**config.mk**
```make
export PLATFORM = sky130hd
export DESIGN_NAME = controller_nios2e_oci_dct_packer
export DESIGN_NICKNAME = d
export VERILOG_FILES = /design/src/rtl/controller_nios2e_oci_dct_packer.sv
export SDC_FILE = /design/constraint.sdc
export NUM_CORES = 1
export LEC_CHECK = 0
export CAP_MARGIN = 20
export CORE_MARGIN = 3
export CORE_UTILIZATION = 50
export DETAILED_ROUTE_END_ITERATION = 8
export MAX_ROUTING_LAYER = met4
export PLACE_DENSITY = 0.75
export SETUP_SLACK_MARGIN = 0.1
export SKIP_CTS_REPAIR_TIMING = 1
export SKIP_LAST_GASP = 1
export SLEW_MARGIN = 5
export SYNTH_ARGS = -nofsm -noshare
export SYNTH_HDL_FRONTEND = slang
export SYNTH_SLANG_ARGS = --single-unit
export TNS_END_PERCENT = 10
```
**constraint.sdc**
```tcl
create_clock -name clk -period 2.94 [get_ports clk]
set_input_delay 0.588 -clock clk [delete_from_list [all_inputs] [get_ports clk]]
set_output_delay 0.588 -clock clk [all_outputs]
set_load 0.05 [all_outputs]
```
**src/rtl/controller_nios2e_oci_dct_packer.sv**
```systemverilog
// Packs 2-bit trace atoms into frames of up to MAX_COUNT atoms and supports a flush that leads to a terminal DONE state.
// Latency: when the last atom of a full frame is accepted at edge N, frame_valid rises after edge N+1.
// Backpressure: the output frame slot holds while frame_ready is low, atom_ready drops when the working buffer is full, and an atom offered while not ready sets the sticky overflow flag.
module controller_nios2e_oci_dct_packer #(
    parameter int MAX_COUNT = 15
) (
    input  logic        clk,
    input  logic        reset_n,
    input  logic        atom_valid,
    input  logic [1:0]  atom,
    output logic        atom_ready,
    input  logic        test_ending,
    input  logic        frame_ready,
    output logic        frame_valid,
    output logic [29:0] dct_buffer,
    output logic [3:0]  dct_count,
    output logic        test_has_ended,
    output logic        overflow
);

    // A frame holds at most 15 atoms, because dct_count is 4 bits and dct_buffer is 30 bits.
    generate
        if (MAX_COUNT < 1 || MAX_COUNT > 15) begin : g_bad_max_count
            $error("MAX_COUNT must be in 1..15");
        end
    endgenerate

    localparam logic [3:0] MAX_CNT = 4'(MAX_COUNT);

    localparam logic [1:0] ST_RUN   = 2'd0;
    localparam logic [1:0] ST_FLUSH = 2'd1;
    localparam logic [1:0] ST_DONE  = 2'd2;

    logic [1:0]  state;
    logic [1:0]  state_nxt;
    logic [29:0] wbuf;
    logic [3:0]  wcnt;
    logic        accept;
    logic        slot_free;
    logic        transfer;

    // atom_ready depends only on registered state, so upstream never sees a combinational loop through it.
    assign atom_ready = (state == ST_RUN) && (wcnt < MAX_CNT);
    assign accept     = atom_valid && atom_ready;
    // The output slot can take a new frame in the same cycle that the old frame is consumed.
    assign slot_free  = !frame_valid || frame_ready;
    // Accept and transfer never happen in the same cycle: accept needs wcnt < MAX in RUN, and transfer needs a full buffer or FLUSH.
    assign transfer   = slot_free && ((wcnt == MAX_CNT) || ((state == ST_FLUSH) && (wcnt != 4'd0)));

    // Next-state logic: a flush request moves to FLUSH, which finishes once both the buffer and the output slot are empty.
    always_comb begin
        state_nxt = state;
        case (state)
            ST_RUN: begin
                if (test_ending) begin
                    state_nxt = ST_FLUSH;
                end
            end
            ST_FLUSH: begin
                if ((wcnt == 4'd0) && slot_free) begin
                    state_nxt = ST_DONE;
                end
            end
            ST_DONE: begin
                state_nxt = ST_DONE;
            end
            default: begin
                state_nxt = ST_RUN;
            end
        endcase
    end

    // State register, plus the sticky done flag that is set together with the entry into DONE.
    always_ff @(posedge clk or negedge reset_n) begin
        if (!reset_n) begin
            state          <= ST_RUN;
            test_has_ended <= 1'b0;
        end else begin
            state <= state_nxt;
            if (state_nxt == ST_DONE) begin
                test_has_ended <= 1'b1;
            end
        end
    end

    // Working buffer: new atoms shift in at the bottom, so the oldest atom ends up in the highest occupied slot.
    always_ff @(posedge clk or negedge reset_n) begin
        if (!reset_n) begin
            wbuf <= 30'd0;
            wcnt <= 4'd0;
        end else if (transfer) begin
            wbuf <= 30'd0;
            wcnt <= 4'd0;
        end else if (accept) begin
            wbuf <= {wbuf[27:0], atom};
            wcnt <= wcnt + 4'd1;
        end
    end

    // Output slot: load it on transfer, release it on a handshake, and otherwise hold it. The data fields keep their last value after release.
    always_ff @(posedge clk or negedge reset_n) begin
        if (!reset_n) begin
            dct_buffer  <= 30'd0;
            dct_count   <= 4'd0;
            frame_valid <= 1'b0;
        end else if (transfer) begin
            dct_buffer  <= wbuf;
            dct_count   <= wcnt;
            frame_valid <= 1'b1;
        end else if (frame_valid && frame_ready) begin
            frame_valid <= 1'b0;
        end
    end

    // Sticky overflow flag: an atom offered in RUN while the buffer is full is dropped. Offers made in FLUSH or DONE are ignored without setting the flag.
    always_ff @(posedge clk or negedge reset_n) begin
        if (!reset_n) begin
            overflow <= 1'b0;
        end else if ((state == ST_RUN) && atom_valid && !atom_ready) begin
            overflow <= 1'b1;
        end
    end

endmodule

```
== Word-level counts from Yosys, hierarchy flattened ==
Index checks and enable logic that the tools add are counted.

* Bits in registers: 73
* Input bits: 7
* Output and inout port bits: 38
* Word-level logic and storage cells: 40

* Add/subtract/negate cells: 1
* Magnitude comparators: 1
* Equal/unequal tests: 4
* Muxes and demuxes: 9
* Reduce and logical (&&, ||, !) cells: 17

{| class="wikitable"
|+ Operators by type and width
! operator !! count
|-
| 2-to-1 mux 30 bit || 2
|-
| logical AND 1 bit || 8
|-
| 2-to-1 mux 4 bit || 2
|-
| case mux 2 bit (3 select lines) || 1
|-
| adder 4 x 1 -> 4 bit, second input constant || 1
|-
| equality test 2 bit, second input constant || 2
|-
| equality test 4 bit, second input constant || 1
|-
| zero test 4 bit || 1
|-
| less-than comparator 4 bit, second input constant || 1
|-
| 2-to-1 mux 2 bit || 2
|-
| nonzero test 2 bit || 2
|-
| nonzero test 4 bit || 1
|-
| equality test 2 x 1 -> 1 bit, second input constant || 1
|-
| zero test 1 bit || 2
|-
| zero test 2 bit || 1
|-
| logical OR 1 bit || 2
|-
| 2-to-1 mux 1 bit || 2
|}

== Logic depth before layout (Yosys ltp) ==
* Depth after elaboration: 6
* Depth in mapped cells: 8
* Mapped depth without buffers: 6

== Worst setup path after synthesis ==
No wires, ideal clock.

* Kind: reg-to-output
* Start point: register wcnt[0]
* End point: output port atom_ready
* Data arrival time: 1.920 ns
* Data required time: 2.352 ns
* Setup slack: 0.432 ns
* Cell stages (with the launch flop): 4
* Buffers on the path: 0
* Cell sequence: dfrtp_1 -> ha_1 -> nand3_1 -> nor3b_1

* Word-level cells in the longest chain between the ends: 2

{| class="wikitable"
|+ RTL lines
! item !! RTL line !! RTL
|-
| from (decl) || 37 || <nowiki>logic [3:0] wcnt;</nowiki>
|-
| from (signal assigned) || 96 || <nowiki>wcnt <= wcnt + 4'd1;</nowiki>
|-
| less-than comparator 4 bit || 43 || <nowiki>assign atom_ready = (state == ST_RUN) && (wcnt < MAX_CNT);</nowiki>
|-
| logical AND 1 bit || 43 ||
|-
| to (decl) || 11 || <nowiki>output logic atom_ready,</nowiki>
|}

No other way between the ends.

== Worst setup path after layout ==
Same ends and word-level chain as after synthesis.

==> metrics.csv <==
stage,metric,value,unit
cells_and_area,"commonest non-fill, non-tap cells in the layout","sky130_fd_sc_hd__dfrtp_1, sky130_fd_sc_hd__nand2_1, sky130_fd_sc_hd__clkdlybuf4s50_1",
pwr,power density over the cells,520,nW/um^2
drt,count of vias placed by the detailed router,1922,
yosys,Yosys cell types,30,
pwr,leakage power,1.71,nW
cells_and_area,final instance area,3630,sq um
timing,clock tree skew after final layout,0.00641,ns
timing,total of endpoints with negative setup slack in the final report,0,
placement,placed cell areas,3410,sq um
yosys,XOR/XNOR Fraction of Synth Area,0.299,%
min_path,worst hold path type,input port to asynchronous set/reset pin,
yosys,Mapped Cells,247,
setup_path,kind of end point of the critical path,primary output,
clock_tree,CTS max path bufs,2,
yosys,Post-Syn Area per Cell,11.9,sq um
timing,Setup Total Neg Slack,0,ns
timing,Final Critical Period,2.37,ns
timing,fin. max-slew vios,0,
drt,Avg Vias per Cell,5.19,
setup_path,dominant delay contributor by cell family on the critical path,buffers and inverters,
yosys,main combinational cell family by area after synthesis,multiplexers,
yosys,fraction of the yosys area taken by sequential cells,62.4,%
flow_run,max-capacitance violation count,0,
yosys,total of flip-flops plus latches after synthesis,73,
cells_and_area,Final nets,302,
clock_tree,number of CTS-inserted buffers,9,
timing,Fin. Hold Viols,0,
outcome,status,completed,
clock_tree,clock slew seen by the registers of the worst setup and hold paths,0.08,ns
die,num ports,45,
placement,half-perimeter wire length of the detailed placement result,3.01,mm
clock_tree,Skew-Pair Late Insertion Delay,0.33,ns
clock_tree,clock tree from TritonCTS,yes,
global_route,global-route wire length before repair,8.31,mm
setup_path,Slowest Stage Delay on Critical Path,0.45,ns
clock_tree,cell chosen for the clock root,sky130_fd_sc_hd__clkbuf_8,
cells_and_area,footprint of the flip-flops and latches,1830,sq um
setup_path,crit path cell chain,ha_1 > nand3_1 > nor3b_1 > dlymetal6s2s_1,
yosys,total number of yosys warnings,0,
drt,router iterations before antenna repair,4,
drt,DRC errors left,0,
global_route,Total GRT Usage,16.6,%
global_route,number of global-route vias before repair,1835,
die,count of standard-cell rows,27,
timing,slew of the pin with the lowest slew margin,0.892,ns
yosys,area share of fa/ha/maj cells after synthesis,0.854,%
global_route,initial antenna violation count,0,
placement,Port Buffer Count,44,
setup_path,Buf/Inv on CP,1,
setup_path,Arrival @ worst endpoint,1.79,ns
cells_and_area,layout cell share with drive strength beyond 1,15.4,%
timing,final hold slack,0.460,ns
die,Die Footprint,6810,sq um
die,die boundary height,82.5,um
timing,RSZ-0062 raised after global routing,no,
setup_path,Crit. path cell count,4,
pwr,Max rail drop VDD,576,uV
clock_tree,Sink Count,73,
setup_path,critical-path maximum fanout,6,
placement,routability congestion estimate,0.713,
global_route,maximum number of pins on one net before global-route repair,74,
setup_path,"Data required, critical path",2.35,ns
yosys,"basic-gate share of the synthesized area counting and, or, nand and nor cells",12.2,%
yosys,Compound-Gate Fraction of Synth Area,7.05,%
drt,"wirelength, routed",4.91,mm
setup_path,Critical Path Source Type,register,
setup_path,WS Path Type,register to primary output,
global_route,remaining global-route overflow,0,
cells_and_area,post-synthesis to final-layout area growth,23.9,%
drt,number of DRC markers after the initial detailed-route iteration,59,
timing,maximum clock frequency,421,MHz
cells_and_area,fill cell total of the finished layout,447,
setup_path,slowest CP cell,sky130_fd_sc_hd__dlymetal6s2s_1,
clock_tree,number of H-tree branching levels,3,
cells_and_area,total area of multi-input combinational cells,990,sq um
die,area of the core region,5570,sq um
timing,relative slew slack,40.5,%
yosys,share of cell area taken by muxes after synthesis,13.4,%
die,Horiz. Die Dim,82.5,um
timing,final clock period utilization by the worst path,80.7,%
yosys,post-synthesis instance area,2930,sq um
drt,"antenna viol nets, final",0,
cells_and_area,"most common cell after layout, fill and taps aside",sky130_fd_sc_hd__dfrtp_1,
die,effective utilization at floorplan,52.5,%
yosys,Synthesized Nets,256,
cells_and_area,antenna diode instance count,0,
drt,post-DR wirelength/cell,13.3,um
setup_path,number of cells on the worst reg-to-reg path,7,
path summary, 6_finish.rpt:
| check | startpoint | slack, ns | endpoint |
|---|---|---|---|
| max in group asynchronous | reset_n | 1.90 | state[0]$_DFF_PN0_ |
| min in group clk | overflow$_DFFE_PN0P_ | 0.47 | overflow$_DFFE_PN0P_ |
| setup / recovery | wcnt[0]$_DFFE_PN0P_ | 0.57 | atom_ready |
| setup reg to reg | wcnt[0]$_DFFE_PN0P_ | 0.98 | dct_buffer[16]$_DFFE_PN0P_ |
| hold reg to reg | overflow$_DFFE_PN0P_ | 0.47 | overflow$_DFFE_PN0P_ |
| hold / removal | reset_n | 0.46 | dct_buffer[12]$_DFFE_PN0P_ |
area by class of cell:
class,instances,share of cell area (%)
flip-flops and latches,73,50.3
multi-input cells,156,27.3
repair buffers,49,13.4
clock buffers,11,3.90
well taps,72,2.48
clock inverters,5,2.17
inverters,4,0.414
synthesized netlist by cell type, drive strengths merged:
cell type / n / area share, %
o211a: 1 / 0.34
nand2b: 2 / 0.43
buf: 10 / 2.8
and4b: 1 / 0.34
or2: 1 / 0.21
mux2i: 2 / 0.68
mux2: 33 / 13
nor3b: 2 / 0.68
and2: 1 / 0.21
dfrtp: 73 / 62
xnor2: 1 / 0.30
a41o: 1 / 0.34
nand2: 63 / 8.1
clkbuf: 4 / 0.51
nor2b: 2 / 0.43
or4b: 1 / 0.34
ha: 2 / 0.85
nor2: 3 / 0.38
a21oi: 34 / 5.8
nand3: 1 / 0.17
o21bai: 1 / 0.26
inv: 4 / 0.51
o2bb2ai: 1 / 0.30
nand4: 1 / 0.21
nor3: 2 / 0.73
registers in the layout, summed over array words and instances (netlist names):
register        count
dct_count           4
state               2
frame_valid         1
overflow            1
wcnt                4
test_has_ended      1
wbuf               30
dct_buffer         30
per-layer routing:
metal  wire, um  GRT usage [%]  up-vias
met5          0              -        -
met2       2310           24.6       42
met4        112           7.19        0
met1       2310           22.0      953
met3        181           3.90       11
li1           -              -      916
cell families after synthesis:
kind of cell,count (synthesis)
AND/OR/NAND/NOR,80
flip-flops,73
AO/OA/AOI/OAI,38
multiplexers,35
buffers and inverters,18
adder cells (fa/ha/maj),2
XOR/XNOR,1
where the power goes:
group,internal (mW),switching [mW]
clock network,0.500,0.356
registers,1.00,0.0000000000000000237
logic,0.00729,0.0191
stage by stage:
| step | setup slack [ns] | std cells | util, % | power [mW] |
|---|---|---|---|---|
| floorplan | 0.432 | 247 | - | 1.02 |
| global placement | 0.564 | 354 | 61.1 | 1.05 |
| detailed placement | 0.522 | 354 | 61.1 | 1.05 |
| CTS | 0.149 | 370 | 65.1 | 1.91 |
| global route | 0.440 | 370 | 65.1 | 1.95 |
| finish | 0.567 | 370 | 65.1 | 1.89 |
Note: power is estimated with default switching activity, not from simulation.
